==> src/rtl/credential_entry_pkg.sv <==
// Constants and state encoding shared by the credential entry block and the unlocker.
package credential_entry_pkg;
  localparam int CHAR_W    = 5;
  localparam int NUM_CHARS = 4;
  localparam int MAX_COUNT = 2 * NUM_CHARS;
  localparam int CNT_W     = 4;

  localparam logic [1:0] EMPTY = 2'd0;
  localparam logic [1:0] USER  = 2'd1;
  localparam logic [1:0] PASS  = 2'd2;
  localparam logic [1:0] FULL  = 2'd3;

  function automatic logic [1:0] state_of(input logic [CNT_W-1:0] cnt);
    if (cnt == '0)                            return EMPTY;
    else if (cnt < CNT_W'(NUM_CHARS))         return USER;
    else if (cnt < CNT_W'(MAX_COUNT))         return PASS;
    else                                      return FULL;
  endfunction
endpackage

==> src/rtl/credential_entry_if.sv <==
// Board-side controls plus the username/password bus presented to the unlocker.
interface credential_entry_if;
  import credential_entry_pkg::*;

  logic [CHAR_W-1:0] char_sel;
  logic              btn_enter;
  logic              btn_back;
  logic              resetCount;
  logic [CHAR_W-1:0] userNameInput0;
  logic [CHAR_W-1:0] userNameInput1;
  logic [CHAR_W-1:0] userNameInput2;
  logic [CHAR_W-1:0] userNameInput3;
  logic [CHAR_W-1:0] passwordInput0;
  logic [CHAR_W-1:0] passwordInput1;
  logic [CHAR_W-1:0] passwordInput2;
  logic [CHAR_W-1:0] passwordInput3;
  logic [CNT_W-1:0]  inputCount;
  logic              entry_full;
  logic              timeout_pulse;

  modport master (
    input  char_sel, btn_enter, btn_back, resetCount,
    output userNameInput0, userNameInput1, userNameInput2, userNameInput3,
    output passwordInput0, passwordInput1, passwordInput2, passwordInput3,
    output inputCount, entry_full, timeout_pulse
  );

  modport slave (
    output char_sel, btn_enter, btn_back, resetCount,
    input  userNameInput0, userNameInput1, userNameInput2, userNameInput3,
    input  passwordInput0, passwordInput1, passwordInput2, passwordInput3,
    input  inputCount, entry_full, timeout_pulse
  );
endinterface

==> src/rtl/credential_entry_rise_detect.sv <==
// Rising-edge detector: registered history, event visible in the cycle the new level is sampled.
module credential_entry_rise_detect (
  input  logic clk,
  input  logic rst,
  input  logic level,
  output logic pulse
);
  logic level_q;

  // History loads the live level under reset so a held input never fires on release of rst.
  always_ff @(posedge clk) begin
    if (rst) level_q <= level;
    else     level_q <= level;
  end

  assign pulse = level & ~level_q;
endmodule

==> src/rtl/credential_entry.sv <==
// Collects username then password characters from switch + button entry for the unlocker.
module credential_entry
  import credential_entry_pkg::*;
#(
  parameter int TIMEOUT_CYCLES = 100_000_000
) (
  input  logic                clk,
  input  logic                rst,
  credential_entry_if.master  bus
);
  localparam int TW = (TIMEOUT_CYCLES > 1) ? $clog2(TIMEOUT_CYCLES) : 1;
  localparam logic [TW-1:0] T_LAST = TW'(TIMEOUT_CYCLES - 1);
  localparam int IW = $clog2(MAX_COUNT);

  logic enter_ev, back_ev, clr_ev;

  credential_entry_rise_detect u_enter (.clk(clk), .rst(rst), .level(bus.btn_enter),  .pulse(enter_ev));
  credential_entry_rise_detect u_back  (.clk(clk), .rst(rst), .level(bus.btn_back),   .pulse(back_ev));
  credential_entry_rise_detect u_clr   (.clk(clk), .rst(rst), .level(bus.resetCount), .pulse(clr_ev));

  logic [CHAR_W-1:0] slot_q [MAX_COUNT];
  logic [CHAR_W-1:0] slot_n [MAX_COUNT];
  logic [CNT_W-1:0]  cnt_q, cnt_n;
  logic [1:0]        state_q;
  logic [TW-1:0]     idle_q, idle_n;
  logic              full_q, to_q, to_n, wipe;
  logic [IW-1:0]     wr_idx, del_idx;

  assign wr_idx  = cnt_q[IW-1:0];
  assign del_idx = IW'(cnt_q - CNT_W'(1));

  // Priority: clear edge, then back, then enter; losing events in the same cycle are dropped.
  always_comb begin
    cnt_n  = cnt_q;
    slot_n = slot_q;
    idle_n = idle_q;
    to_n   = 1'b0;
    wipe   = 1'b0;
    if (clr_ev) begin
      wipe = 1'b1;
    end else if (back_ev) begin
      idle_n = '0;
      if (state_q != EMPTY) begin
        cnt_n           = cnt_q - CNT_W'(1);
        slot_n[del_idx] = '0;
      end
    end else if (enter_ev) begin
      idle_n = '0;
      if (state_q != FULL) begin
        cnt_n          = cnt_q + CNT_W'(1);
        slot_n[wr_idx] = bus.char_sel;
      end
    end else if (state_q == EMPTY) begin
      idle_n = '0;
    end else if (idle_q == T_LAST) begin
      wipe = 1'b1;
      to_n = 1'b1;
    end else begin
      idle_n = idle_q + TW'(1);
    end
    if (wipe) begin
      cnt_n  = '0;
      idle_n = '0;
      for (int i = 0; i < MAX_COUNT; i++) slot_n[i] = '0;
    end
  end

  always_ff @(posedge clk) begin
    if (rst) begin
      cnt_q   <= '0;
      state_q <= EMPTY;
      idle_q  <= '0;
      full_q  <= 1'b0;
      to_q    <= 1'b0;
      for (int i = 0; i < MAX_COUNT; i++) slot_q[i] <= '0;
    end else begin
      cnt_q   <= cnt_n;
      state_q <= state_of(cnt_n);
      idle_q  <= idle_n;
      full_q  <= (cnt_n == CNT_W'(MAX_COUNT));
      to_q    <= to_n;
      for (int i = 0; i < MAX_COUNT; i++) slot_q[i] <= slot_n[i];
    end
  end

  assign bus.userNameInput0 = slot_q[0];
  assign bus.userNameInput1 = slot_q[1];
  assign bus.userNameInput2 = slot_q[2];
  assign bus.userNameInput3 = slot_q[3];
  assign bus.passwordInput0 = slot_q[NUM_CHARS + 0];
  assign bus.passwordInput1 = slot_q[NUM_CHARS + 1];
  assign bus.passwordInput2 = slot_q[NUM_CHARS + 2];
  assign bus.passwordInput3 = slot_q[NUM_CHARS + 3];
  assign bus.inputCount     = cnt_q;
  assign bus.entry_full     = full_q;
  assign bus.timeout_pulse  = to_q;
endmodule
==> src/flat_wrapper.sv <==
// flat-port wrapper written by rule: the top's interface ports become plain ports
module credential_entry_flat import credential_entry_pkg::*;
#(
  parameter int TIMEOUT_CYCLES = 100_000_000
)
  (clk, rst, bus_char_sel, bus_btn_enter, bus_btn_back, bus_resetCount, bus_userNameInput0, bus_userNameInput1, bus_userNameInput2, bus_userNameInput3, bus_passwordInput0, bus_passwordInput1, bus_passwordInput2, bus_passwordInput3, bus_inputCount, bus_entry_full, bus_timeout_pulse);
  credential_entry_if bus_i ();
  input  logic clk;
  input  logic rst;
  input wire logic [$bits(bus_i.char_sel)-1:0] bus_char_sel;
  input wire logic [$bits(bus_i.btn_enter)-1:0] bus_btn_enter;
  input wire logic [$bits(bus_i.btn_back)-1:0] bus_btn_back;
  input wire logic [$bits(bus_i.resetCount)-1:0] bus_resetCount;
  output wire logic [$bits(bus_i.userNameInput0)-1:0] bus_userNameInput0;
  output wire logic [$bits(bus_i.userNameInput1)-1:0] bus_userNameInput1;
  output wire logic [$bits(bus_i.userNameInput2)-1:0] bus_userNameInput2;
  output wire logic [$bits(bus_i.userNameInput3)-1:0] bus_userNameInput3;
  output wire logic [$bits(bus_i.passwordInput0)-1:0] bus_passwordInput0;
  output wire logic [$bits(bus_i.passwordInput1)-1:0] bus_passwordInput1;
  output wire logic [$bits(bus_i.passwordInput2)-1:0] bus_passwordInput2;
  output wire logic [$bits(bus_i.passwordInput3)-1:0] bus_passwordInput3;
  output wire logic [$bits(bus_i.inputCount)-1:0] bus_inputCount;
  output wire logic [$bits(bus_i.entry_full)-1:0] bus_entry_full;
  output wire logic [$bits(bus_i.timeout_pulse)-1:0] bus_timeout_pulse;
  assign bus_i.char_sel = bus_char_sel;
  assign bus_i.btn_enter = bus_btn_enter;
  assign bus_i.btn_back = bus_btn_back;
  assign bus_i.resetCount = bus_resetCount;
  assign bus_userNameInput0 = bus_i.userNameInput0;
  assign bus_userNameInput1 = bus_i.userNameInput1;
  assign bus_userNameInput2 = bus_i.userNameInput2;
  assign bus_userNameInput3 = bus_i.userNameInput3;
  assign bus_passwordInput0 = bus_i.passwordInput0;
  assign bus_passwordInput1 = bus_i.passwordInput1;
  assign bus_passwordInput2 = bus_i.passwordInput2;
  assign bus_passwordInput3 = bus_i.passwordInput3;
  assign bus_inputCount = bus_i.inputCount;
  assign bus_entry_full = bus_i.entry_full;
  assign bus_timeout_pulse = bus_i.timeout_pulse;
  credential_entry #(.TIMEOUT_CYCLES(TIMEOUT_CYCLES)) u_core (.clk(clk), .rst(rst), .bus(bus_i));
endmodule
==> config.mk <==
export PLATFORM = sky130hd
export DESIGN_NAME = credential_entry_flat
export DESIGN_NICKNAME = d
export VERILOG_FILES = /design/src/rtl/credential_entry_pkg.sv /design/src/rtl/credential_entry_if.sv /design/src/rtl/credential_entry_rise_detect.sv /design/src/rtl/credential_entry.sv /design/src/flat_wrapper.sv
export SDC_FILE = /design/constraint.sdc
export NUM_CORES = 1
export LEC_CHECK = 0
export BUFFER_PORTS_ARGS = -buffer_cell sky130_fd_sc_hd__clkbuf_2
export CAP_MARGIN = 25
export CORE_MARGIN = 5
export CORE_UTILIZATION = 44
export DETAILED_ROUTE_END_ITERATION = 16
export PLACE_DENSITY = 0.76
export SYNTH_ARGS = -nofsm -noshare
export SYNTH_HDL_FRONTEND = slang
export SYNTH_HIERARCHICAL = 1
export SYNTH_SLANG_ARGS = --single-unit
==> constraint.sdc <==
create_clock -name clk -period 2.2 [get_ports clk]
set_clock_uncertainty 0.05 [all_clocks]
set_input_delay 0.11 -clock clk [delete_from_list [all_inputs] [get_ports clk]]
set_output_delay 0.11 -clock clk [all_outputs]
set_load 0.05 [all_outputs]
Word level (Yosys, flattened, before mapping)
Cells that the tools add are included.
Word-level totals
  logic and storage cells: 81
  memory bits (read-only): 0
  input bits: 10
  memories: 0
  bits in writable memories: 0
  flip-flop bits (word level): 78
  bits in latches: 0
Operators by class
  shifts and indexed selects: 0
  div/mod/pow operators: 0
  bitwise operators: 11
  equality and inequality tests: 5
  $mul: 0
  reductions and logical operators: 13
  mux-type cells: 26
  add/subtract/negate cells: 3
  $lt $le $gt $ge: 6
Operators by type and width (count)
  40-bit two-way mux: 4
  27-bit two-way mux: 4
  40-bit AND: 1
  40-bit bitwise mux: 1
  40-bit inverter: 1
  5-bit demux with 3-bit select: 2
  27-bit by 1-bit adder with 27-bit output, second input constant: 1
  27-bit == test, second input constant: 1
  4-bit two-way mux: 6
  5-bit two-way mux: 2
  4-bit greater-or-equal comparator, second input constant: 2
  4-bit by 1-bit less-than comparator with 1-bit output, second input constant: 2
  3-bit inverter with 4-bit output: 2
  1-bit two-way mux: 7
  2-bit nonzero test: 3
  2-bit OR reduction: 3
  4-bit by 1-bit adder with 4-bit output, second input constant: 1
  4-bit == test, second input constant: 1
  4-bit logical NOT: 1
  4-bit by 3-bit less-than comparator with 1-bit output, second input constant: 1
  4-bit less-than comparator, second input constant: 1
  2-bit != test, second input constant: 2
  4-bit by 1-bit != test with 1-bit output, second input constant: 1
  1-bit inverter: 4
  other kinds (7): 10

Depth between registers and ports, before layout
Gate-level depths: netlist of the first run.
  depth after elaboration: 10
  depth in mapped cells: 9
  depth with buffers taken out: 7

Modules after synthesis
The synthesis of the first run kept the hierarchy.
By module, submodules not included
  credential_entry: cells an instance 401, area each 3240.6 µm², instances 1
  credential_entry_rise_detect: cells an instance 2, area each 33.8 µm², instances 3

Worst setup path after synthesis of the first run
Ideal clock, no wire load.
  path type: register to register
  start: reg u_core.cnt_q[1] (netlist: u_core/bus.inputCount[1])
  end: reg u_core.state_q[0]
  data required time: 2.020 ns
  clock period less this slack: 2.275 ns
  path buffers: 2
  path slack: -0.075 ns
  cell stages (with the launch flop): 10
  data arrival time: 2.095 ns
  setup time: 0.130 ns
  cells stage by stage: dfxtp_1 clkbuf_1 inv_1 ha_1 clkbuf_1 o21ai_0 o311ai_0 o211a_1 a21bo_2 a21oi_1
Between the ends
  word-level cells in the longest chain between the ends: 9
RTL lines
  start: declaration: RTL line credential_entry.sv:23  | logic [CNT_W-1:0] cnt_q, cnt_n;
  start signal: assignment: RTL line credential_entry.sv:77  | cnt_q <= cnt_n;
  4-bit by 1-bit adder with 4-bit output: RTL line credential_entry.sv:50  | cnt_n = cnt_q + CNT_W'(1);
  4-bit two-way mux: RTL line credential_entry.sv:49  | if (state_q != FULL) begin
  4-bit two-way mux: RTL line credential_entry.sv:47  | end else if (enter_ev) begin
  4-bit two-way mux: RTL line credential_entry.sv:41  | end else if (back_ev) begin
  4-bit two-way mux *: RTL line credential_entry.sv:39  | if (clr_ev) begin
  4-bit two-way mux *: RTL line credential_entry.sv:61  | if (wipe) begin
  4-bit less-than comparator: RTL line credential_entry_pkg.sv:16  | else if (cnt < CNT_W'(MAX_COUNT)) return PASS;
  1-bit two-way mux: RTL line credential_entry_pkg.sv:16
  1-bit two-way mux: RTL line credential_entry_pkg.sv:15  | else if (cnt < CNT_W'(NUM_CHARS)) return USER;
  end signal: assignment: RTL line credential_entry.sv:78  | state_q <= state_of(cnt_n);
  end: declaration: RTL line credential_entry.sv:24  | logic [1:0] state_q;
Every way passes the cells marked *; elsewhere a longest branch is shown, timed or not.
A chain may end at the register's enable or synchronous reset.

Final worst setup path of the first run
  start: reg u_core.idle_q[14]
  end: reg u_core.cnt_q[2] (netlist: u_core/bus.inputCount[2])
Between the ends
  word-level cells in the longest chain between the ends: 7
RTL lines
  start: declaration: RTL line credential_entry.sv:25  | logic [TW-1:0] idle_q, idle_n;
  start signal: assignment: RTL line credential_entry.sv:79  | idle_q <= idle_n;
  27-bit == test: RTL line credential_entry.sv:55  | end else if (idle_q == T_LAST) begin
  1-bit two-way mux: RTL line credential_entry.sv:55
  1-bit two-way mux: RTL line credential_entry.sv:53  | end else if (state_q == EMPTY) begin
  1-bit two-way mux: RTL line credential_entry.sv:47
  1-bit two-way mux: RTL line credential_entry.sv:41
  1-bit two-way mux: RTL line credential_entry.sv:39
  4-bit two-way mux: RTL line credential_entry.sv:61
Every way passes these cells.

==> results of run 1 <==
-- registers in the layout, indices dropped and copies added (netlist names), 2 cells and up --
name                       flops
u_core/bus.passwordInput2      5
u_core/idle_q                 27
u_core/bus.passwordInput1      5
u_core/bus.userNameInput1      5
u_core/bus.passwordInput0      5
u_core/bus.passwordInput3      5
u_core/bus.userNameInput2      5
u_core/bus.userNameInput3      5
u_core/bus.inputCount          4
u_core/state_q                 2
u_core/bus.userNameInput0      5
-- critical path: stages (launching register included) --
cell       delay [ns]
dfxtp_1          0.36
nand2_2          0.07
or4_1            0.46
or4_4            0.52
o21ai_4          0.20
buf_12           0.15
clkbuf_16        0.16
nor2_1           0.05
-- cell usage after synthesis (all sizes together), types with 7 or more instances --
cell,n
a21oi,42
buf,8
clkbuf,12
dfxtp,78
inv,12
nand2,60
nand3,56
nor2,45
nor3,7
nor4,11
xnor2,20
xor2,9
-- timing repair --
item                                    in CTS  in global routing
buffers inserted                             0                  3
resized for setup                            0                 10
hold endpoints to repair                     3                  0
endpoints found under the setup margin       0                 50
hold buffers                                 3                  0
-- routing by layer --
layer  global-route usage  vias to the layer above  share of wire
li1                     -                     1523              -
met1               0.2119                     1454           0.44
met2               0.2707                      100           0.48
met3              0.04594                       13          0.063
met4              0.06479                        0          0.014
met5                    0                        -              0
-- worst max-delay path by stage --
stage | startpoint | slack [ns] | depth (start not counted) | to
4_1_cts | u_core/idle_q[13] | 0.01 | 6 | u_core/bus.inputCount[2]
6_report | u_core/idle_q[14] | 0.06 | 7 | u_core/bus.inputCount[2]
5_1_grt | u_core/idle_q[0] | -0.003 | 8 | u_core/bus.inputCount[2]
2_1_floorplan | u_core/bus.inputCount[0] | 0.09 | 8 | u_core/state_q[0]
3_3_place_gp | u_core/idle_q[13] | 0.09 | 6 | u_core/bus.inputCount[0]
3_5_place_dp | u_core/idle_q[13] | 0.02 | 6 | u_core/bus.userNameInput0[1]
-- metrics by stage --
stage,setup TNS [ns],util
floorplan,0,-
global placement,0,0.5093
detailed placement,0,0.5093
CTS,0,0.5426
global route,-0.003159,0.5624
finish,0,0.5624
-- power by group --
group | total (mW) | internal [mW] | switching (mW)
registers | 1.45 | 1.43 | 0.0224
clock network | 1.15 | 0.637 | 0.515
logic | 0.273 | 0.0966 | 0.176
total | 2.88 | 2.16 | 0.713
-- final cells by class --
class | count | area, um2
Tap cell | 99 | 123.9
Fill cell | 654 | 3208
Inverter | 12 | 45.04
Clock inverter | 6 | 86.33
Clock buffer | 10 | 127.6
Sequential cell | 78 | 1565
Multi-Input combinational cell | 297 | 1670
Timing Repair Buffer | 76 | 504.2
-- cells by family (layout without fill, tap and decap cells) --
| group | Yosys count | after routing |
|---|---|---|
| XOR/XNOR | 29 | 29 |
| flip-flops | 78 | 78 |
| AND/OR/NAND/NOR | 211 | 211 |
| buffers and inverters | 32 | 104 |
| multiplexers | 2 | 2 |
| AO/OA/AOI/OAI | 52 | 52 |
| adder cells (fa/ha/maj) | 3 | 3 |
==> results.txt, run 1 <==
Synth area leaders - dfxtp_1, nand3_1, nand2_1
Pwr/cell area - 697.8 mW/mm2
Min-Delay Startpoint - bus_char_sel[1]
Crit Reg-Reg Startpoint - u_core/idle_q[14]
Worst-Margin Slew - 0.5478 ns
Starting density of the core - 0.4559
Commonest non-fill, non-tap cell in the layout - dfxtp_1
Leading area contributor after synthesis - dfxtp_1
Avg Cell Area, Syn - 8.211 um2
Critical Path Source Type - flip-flop
Post-Syn Instances - 407
Synth cell types - 37
Crit end category - flip-flop
Placed Area - 0.003734 mm2
RD Place Congestion - 0.8733
Clk pin slew, worst setup/hold paths - 0.09 ns
Hold Fails Final Rpt - 0
Fin crit share - 0.9728
Run status - finished clean
First-pass GRT wire length - 13160 um
Most used DFF post-synth - dfxtp_1
Mux cell area share after synthesis - 0.005990
Synth Area in Adders - 0.01123
Rows - 31
Final worst slack - 0.05994 ns
DR DRC count - 0
Grt ovf - 0
WP data required - 2.38 ns
Pre-antenna DRT Iters - 5
Synthesized net count - 420
Vias in the first global route - 2799
Synth top area share - 0.4672
Final #Nets - 487
R2R setup slack - 0.06 ns
Root buf cell - clkbuf_8
CP Class - reg -> reg
Count of final setup violators - 0
Drt total wl - 8442 um
CP max FO - 11
Async SR Flop Fraction - 0
Die width - 97.15 um
Clk Latency, worst-skew pair - 0.35 ns
Worst Hold Depth - 3
Post-synthesis xor/xnor area fraction - 0.07600
Final hold slack - 0.07157 ns
Die H - 97.15 um
Post-synth EDFFs - 0
Hold EP - u_core/bus.userNameInput3[1]
Max-cap check violation count - 0
Area grow syn2layout - 23.36%
Vias - 3090
Share of post-route cells with drive strength above 1 - 0.2213
Pins Over Slew Limit - 0
Synth Area in Simple Gates - 0.3063
Syn. warnings - 6
Total power - 2.877 mW
H-Tree Depth - 3
Core Area - 0.007331 mm2
Initial antenna violation count - 0
Compound-Gate Fraction of Synth Area - 0.08648
Die ar. - 0.009438 mm2
Design area - 0.004123 mm2
Worst slew margin - 0.6338
Wire per inst - 14.61 um
Worst hold path type - in -> reg
Fmax - 0.4673 GHz
Lkg Pwr - 1.455 nW
Max VDD drop - 0.3581 mV
CTS Buf Count - 9
Clk sinks - 78
Placed Cells - 553
Largest net degree at the start of global routing - 46
Detailed Route Iter0 Violations - 285
Register area share after synthesis - 0.4672
Clk buf depth - 2
DP Wirelength - 5658 um
FF-to-FF path depth - 7
Cell Area, Synth - 0.003342 mm2
Post-DR vias/cell - 5.346
Final Non-Filler Cells - 578
WP data arrival - 2.32 ns
CTS tree - built
Critical R2R Capture - u_core/bus.inputCount[2]
Global Route Usage Sum - 0.1675
Antenna-violating nets left - 0
I/O pin count - 56
Inserted Diodes - 0
Number of port buffers - 55
Final period demand of the worst path - 2.140 ns
Most frequent cells in the layout - dfxtp_1, nand2_1, clkbuf_2, nand3_1, nor2_1
Number of synthesized register bits - 78
Place WS - 0.02253 ns
Largest family of logic cells by synthesized area - simple AND/OR/NAND/NOR gates
No activity file was read; power rests on OpenSTA's default activity.
==> run 2, diff against run 1 <==
PLACE_DENSITY = 0.74   (was 0.76)
RECOVER_POWER = 50   (was unset)
clock period = 2.5 ns   (was 2.2 ns; I/O delays follow)
==> run 2 against run 1 <==
Compared with the run above: core utilization shrank 4.1 points; largest power group unchanged; critical endpoint is now u_core/bus.passwordInput2[0]; critical path type unchanged; global-route usage shrank 0.34 points; final cell count shrank 2.2%.
==> results.txt, run 2 (same netlist as run 1, synthesis figures left out) <==
Clk sinks - 78 (unchanged)
Detailed Route Iter0 Violations - 193 (-32%)
Die H - 97.15 um (unchanged)
Critical-path top delay cell - or4_1
Critical R2R Capture - u_core/bus.passwordInput2[0]
Worst Hold Depth - 3 (unchanged)
Max VDD drop - 0.3168 mV (-12%)
Worst slew margin - 0.5740 (-0.05982)
CP max stage delay - 0.57 ns (+0.05 ns)
Fmax - 0.4432 GHz (-5.2%)
Cts repair resizes - 0 (unchanged)
Hold Fails Final Rpt - 0 (unchanged)
Critical Path Source Type - flip-flop
Share of post-route cells with drive strength above 1 - 0.06867 (-0.1526)
DR DRC count - 0 (unchanged)
Min-Delay Startpoint - bus_char_sel[3]
Crit Reg-Reg Startpoint - u_core/idle_q[13]
Clk buf depth - 2 (unchanged)
CTS Buf Count - 9 (unchanged)
Final period demand of the worst path - 2.256 ns (+0.1164 ns)
H-Tree Depth - 3 (unchanged)
DP Wirelength - 5575 um (-1.5%)
Clk pin slew, worst setup/hold paths - 0.08 ns (about the same)
Int Power - 1.777 mW (-18%)
Crit end category - flip-flop
CP Class - reg -> reg
Postcts setup bufs - 0 (unchanged)
Top Family by Delay on Critical Path - simple AND/OR/NAND/NOR gates
CP max FO - 26 (+15)
Count of final setup violators - 0 (unchanged)
Die width - 97.15 um (unchanged)
Placed Area - 0.003667 mm2 (-1.8%)
Hold EP - u_core/bus.userNameInput0[3]
Run status - finished clean
Register area - 0.001562 mm2 (-0.24%)
Crit path buf inv count - 1 (-1)
I/O pin count - 56 (unchanged)
Max reg flops - 27 (unchanged)
Area grow syn2layout - 14.30%
WP data required - 2.67 ns (+0.29 ns)
Clk Latency, worst-skew pair - 0.34 ns (about the same)
Worst hold path type - in -> reg
Antenna-violating nets left - 0 (unchanged)
Logic gate share of total power - 0.084 (-0.011)
Vias in the first global route - 2738 (-2.2%)
Final hold slack - 0.09247 ns (+0.02090 ns)
Inserted Diodes - 0 (unchanged)
Grt ovf - 0 (unchanged)
RD Place Congestion - 0.8069 (-7.6%)
Worst-Margin Slew - 0.6418 ns (+0.09401 ns)
Number of port buffers - 55 (unchanged)
Hold Buf Count CTS - 3 (unchanged)
Pwr/cell area - 622.8 mW/mm2 (-11%)
First-pass GRT wire length - 12750 um (-3.1%)
Flop pwr share - 0.538 (+0.033)
Pins Over Slew Limit - 0 (unchanged)
Initial antenna violation count - 0 (unchanged)
Root buf cell - clkbuf_8
Wire per inst - 13.65 um (-6.5%)
WP data arrival - 2.43 ns (+0.11 ns)
Setup TNS - 0 ns (unchanged)
Max-cap check violation count - 0 (unchanged)
Critical-path cell list - nand2_1 > or4_1 > or4_1 > o21ai_2 > buf_4 > a21oi_1
Global Route Usage Sum - 0.1641 (-0.003412)
Total power - 2.379 mW (-17%)
Largest net degree at the start of global routing - 27 (-41%)
FF-to-FF path depth - 6 (-1)
Pre-antenna DRT Iters - 4 (-1)
CP dominant cell by count - or4_1
Fill cell count - 714 (+9.2%)
Commonest non-fill, non-tap cell in the layout - dfxtp_1
R2R setup slack - 0.24 ns (+0.18 ns)
Util after Layout - 0.5211 (-0.04130)
Clock power share - 0.378 (-0.022)
Most frequent cells in the layout - dfxtp_1, nand2_1, nand3_1
Post-DR vias/cell - 5.251 (-1.8%)
Fin crit share - 0.9026 (-0.07018)
Die ar. - 0.009438 mm2 (unchanged)
Area taken by multi-input logic gates - 0.001618 mm2 (-3.1%)
Design area - 0.003820 mm2 (-7.3%)
Switch share - 0.2533 (+0.005357)
Drt total wl - 7714 um (-8.6%)
Core Area - 0.007331 mm2 (unchanged)
Rows - 31 (unchanged)
Lkg Pwr - 1.169 nW (-20%)
Starting density of the core - 0.4559 (unchanged)
Final #Nets - 474 (-2.7%)
CTS tree - built
Vias - 2967 (-4.0%)
Switching power - 602.5 uW (-16%)
Register name with the most flops - u_core/idle_q
RSZ-0062 raised after global routing - no
[run 2: cell types whose count changed in the layout (fill, tap and decap cells not counted), sizes merged]
cell      change
clkinv        -1
clkbuf        -2
bufinv        -1
buf          -11
clkinvlp      +2
[run 2: how the worst max path moves through the flow]
stage	slack (ns)	endpoint	cells after the start	start
floorplan	0.23	u_core/state_q[0]	9	u_core/bus.inputCount[1]
finish	0.24	u_core/bus.passwordInput2[0]	6	u_core/idle_q[13]
detailed placement	0.32	u_core/bus.passwordInput2[0]	6	u_core/idle_q[13]
global placement	0.36	u_core/bus.inputCount[2]	6	u_core/idle_q[13]
global route	0.1	u_core/bus.passwordInput2[2]	6	u_core/idle_q[13]
CTS	0.32	u_core/bus.passwordInput2[0]	6	u_core/idle_q[13]
[run 2: per-stage QoR]
stage / cells / setup WS (ns)
3_3_place_gp: 546 / 0.3569
2_1_floorplan: 407 / 0.2253
3_5_place_dp: 546 / 0.3227
5_1_grt: 565 / 0.09842
6_report: 565 / 0.2436
4_1_cts: 565 / 0.3164
[run 2: cell type report]
type                       instances  area share
multi-input combinational        297      0.4235
sequential                        78      0.4088
timing repair buffer              63     0.07370
clock buffer                      10     0.03341
tap                               99     0.03243
clock inverter                     6     0.01638
inverter                          12     0.01179
[run 2: power by group through the flow]
stage               clock network, mW  logic [mW]  registers (mW)
floorplan                           0       0.131            1.33
global placement                    0       0.194            1.31
detailed placement                  0       0.197            1.31
CTS                             0.928       0.202            1.28
global route                    0.977       0.218            1.28
finish                          0.899       0.200            1.28
[run 2: worst min-delay path, delay by kind of cell]
| kind | cells | cell delay (ns) |
|---|---|---|
| buffers and inverters | 1 | 0.17 |
| and+or+nand+nor | 1 | 0.09 |
| AOI/OAI and AO/OA | 1 | 0.05 |
[run 2: layer usage]
layer	track usage	up-vias	share of wire
li1	-	1494	-
met1	0.1971	1385	0.44
met2	0.2712	76	0.47
met3	0.05025	12	0.066
met4	0.06911	0	0.019
met5	0	-	0
==> run 3, diff against run 2 <==
--- a/config.mk
+++ b/config.mk
@@ -9,7 +9,6 @@
 export CAP_MARGIN = 25
 export CORE_MARGIN = 5
-export CORE_UTILIZATION = 44
+export CORE_UTILIZATION = 30
 export DETAILED_ROUTE_END_ITERATION = 16
-export PLACE_DENSITY = 0.74
 export RECOVER_POWER = 50
 export SYNTH_ARGS = -nofsm -noshare
==> constraint.sdc (replaced) <==
create_clock -name clk -period 2.5 [get_ports clk]
set_clock_uncertainty 0.05 [all_clocks]
set_input_delay 0 -clock clk [delete_from_list [all_inputs] [get_ports clk]]
set_output_delay 0 -clock clk [all_outputs]
set_load 0.05 [all_outputs]
==> run 3 against run 2 <==
Compared with the run above: worst setup slack improved by 0.044 ns; design area rose by 4.4%; clock power rose by 8.3%; register-to-register slack improved by 0.04 ns; core utilization fell by 15 points; final cell count rose by 8.7%; via count rose by 0.78%; global-route usage fell by 3.4 points; flip-flop and latch count did not move; routed wire length rose by 8.6%; clock-buffer cell count did not move; largest cell class unchanged; largest power group unchanged.
==> results.txt, run 3 (same netlist as run 1, synthesis figures left out) <==
Fin crit share - 0.8848 (-0.01774)
Cts repair resizes - 0 (unchanged)
Detailed Route Iter0 Violations - 212 (+9.8%)
Worst slew margin - 0.5887 (+0.01468)
Max-cap check violation count - 0 (unchanged)
CP Class - reg -> reg
Inserted Diodes - 0 (unchanged)
Lkg Pwr - 1.233 nW (+5.5%)
Die width - 115.5 um (+19%)
Clk Latency, worst-skew pair - 0.35 ns (about the same)
Crit path buf inv count - 1 (unchanged)
Area grow syn2layout - 19.28%
Clk sinks - 78 (unchanged)
Pre-antenna DRT Iters - 4 (unchanged)
Commonest non-fill, non-tap cell in the layout - dfxtp_1
Grt ovf - 0 (unchanged)
Wire per inst - 13.64 um (about the same)
Util after Layout - 0.3661 (-0.1550)
Largest net degree at the start of global routing - 48 (+78%)
Hold Fails Final Rpt - 0 (unchanged)
Count of final setup violators - 0 (unchanged)
CP max stage delay - 0.55 ns (-0.02 ns)
Max VDD drop - 0.2238 mV (-29%)
I/O pin count - 56 (unchanged)
Antenna-violating nets left - 0 (unchanged)
Final period demand of the worst path - 2.212 ns (-0.04434 ns)
Pins Over Slew Limit - 0 (unchanged)
Root buf cell - clkbuf_8
Core Area - 0.01089 mm2 (+49%)
Fmax - 0.4521 GHz (+2.0%)
Worst hold path type - in -> reg
Rows - 38 (+23%)
Fill cell count - 1166 (+63%)
Global Route Usage Sum - 0.1304 (-0.03370)
Clk buf depth - 2 (unchanged)
Critical Path Source Type - flip-flop
Post-DR vias/cell - 4.870 (-7.3%)
Worst Hold Depth - 2 (-1)
Critical-path top delay cell - or4_4
Most frequent cells in the layout - dfxtp_1, nand2_1, nand3_1
Setup TNS - 0 ns (unchanged)
CP max FO - 47 (+81%)
Initial antenna violation count - 0 (unchanged)
Levels on crit path - 6 (unchanged)
Clk pin slew, worst setup/hold paths - 0.08 ns (about the same)
Register name with the most flops - u_core/idle_q
Worst-Margin Slew - 0.6197 ns (-0.02212 ns)
DP Wirelength - 6010 um (+7.8%)
Placed Area - 0.003754 mm2 (+2.4%)
Final #Nets - 482 (+1.7%)
RD Place Congestion - 0.7667 (-5.0%)
Top Family by Delay on Critical Path - simple AND/OR/NAND/NOR gates
Max reg flops - 27 (unchanged)
Design area - 0.003986 mm2 (+4.4%)
Share of post-route cells with drive strength above 1 - 0.07806 (+0.009390)
Placed Cells - 589 (+7.9%)
Crit end category - flip-flop
Drt total wl - 8377 um (+8.6%)
Starting density of the core - 0.3069 (-0.1489)
Run status - finished clean
Vias in the first global route - 2842 (+3.8%)
Postcts setup bufs - 0 (unchanged)
FF-to-FF path depth - 6 (unchanged)
RSZ-0062 raised after global routing - no
Pwr/cell area - 620.0 mW/mm2 (-0.45%)
Register area - 0.001562 mm2 (unchanged)
WP data arrival - 2.39 ns (-0.04 ns)
Final Non-Filler Cells - 614 (+8.7%)
Die H - 115.5 um (+19%)
CTS Buf Count - 9 (unchanged)
Number of port buffers - 55 (unchanged)
Area taken by multi-input logic gates - 0.001629 mm2 (+0.70%)
Die ar. - 0.01335 mm2 (+41%)
CTS tree - built
First-pass GRT wire length - 13860 um (+8.7%)
WP data required - 2.68 ns (about the same)
Critical-path cell list - nand2_1 > or4_1 > or4_4 > o21ai_4 > buf_12 > nor3_1
H-Tree Depth - 3 (unchanged)
DR DRC count - 0 (unchanged)
Vias - 2990 (+0.78%)
==> run 3: cell types whose count changed in the layout (fill, tap and decap cells not counted), moves of 2 or more <==
cell,change
clkbuf_2,+2
clkbuf_1,-2
clkinvlp_4,-3
dlygate4sd3_1,+6
clkinv_4,+3
==> run 3: layout make-up <==
cell class              count  share of cell area
multi-input cells         297              0.4087
flip-flops and latches     78              0.3917
clock inverters             6             0.01758
repair buffers             71             0.09228
well taps                 140             0.04394
inverters                  12             0.01130
clock buffers              10             0.03453
==> run 3: worst paths after layout <==
path                                startpoint                            to  slack, ns
setup / recovery             u_core/idle_q[13]         u_core/bus.entry_full       0.29
hold reg to reg   u_core/bus.userNameInput0[4]  u_core/bus.userNameInput0[4]       0.42
hold / removal                  bus_resetCount          u_core/u_clr/level_q       0.26
setup reg to reg             u_core/idle_q[13]         u_core/bus.entry_full       0.29
==> run 3: worst reg2reg max path, cell delays in order (launching register included) <==
cell and delay [ns]:
dfxtp_1 0.37, nand2_1 0.15, or4_1 0.49, or4_4 0.55, o21ai_4 0.16, buf_12 0.23
nor3_1 0.10
==> run 3: metal layers <==
metal / GRT usage / routed length [um] / vias to the layer above
met2: 0.1952 / 3780 / 63
met1: 0.1772 / 3900 / 1409
li1: - / - / 1509
met5: 0 / 0 / -
met3: 0.03760 / 575 / 9
met4: 0.05164 / 120 / 0
==> run 3: stage by stage <==
step	power, mW	setup WS [ns]	hold slack, ns
floorplan	1.463	0.2253	-0.02228
global placement	1.515	0.3630	0.07242
detailed placement	1.519	0.3246	0.07202
CTS	2.504	0.3163	0.2490
global route	2.591	0.1690	0.2567
finish	2.471	0.2879	0.2626
==> run 3: what timing repair did <==
| item | in CTS | in global routing |
|---|---|---|
| setup endpoints to repair | 0 | 0 |
| hold buffers | 9 | 0 |
| endpoints found under the hold margin | 43 | 0 |
==> run 3: power breakdown <==
part / total, mW / leakage, nW / switching (mW) / internal [mW]
registers: 1.28 / 0.630 / 0.0194 / 1.26
logic: 0.220 / 0.496 / 0.148 / 0.0723
clock network: 0.974 / 0.107 / 0.479 / 0.495
total: 2.47 / 1.23 / 0.646 / 1.83
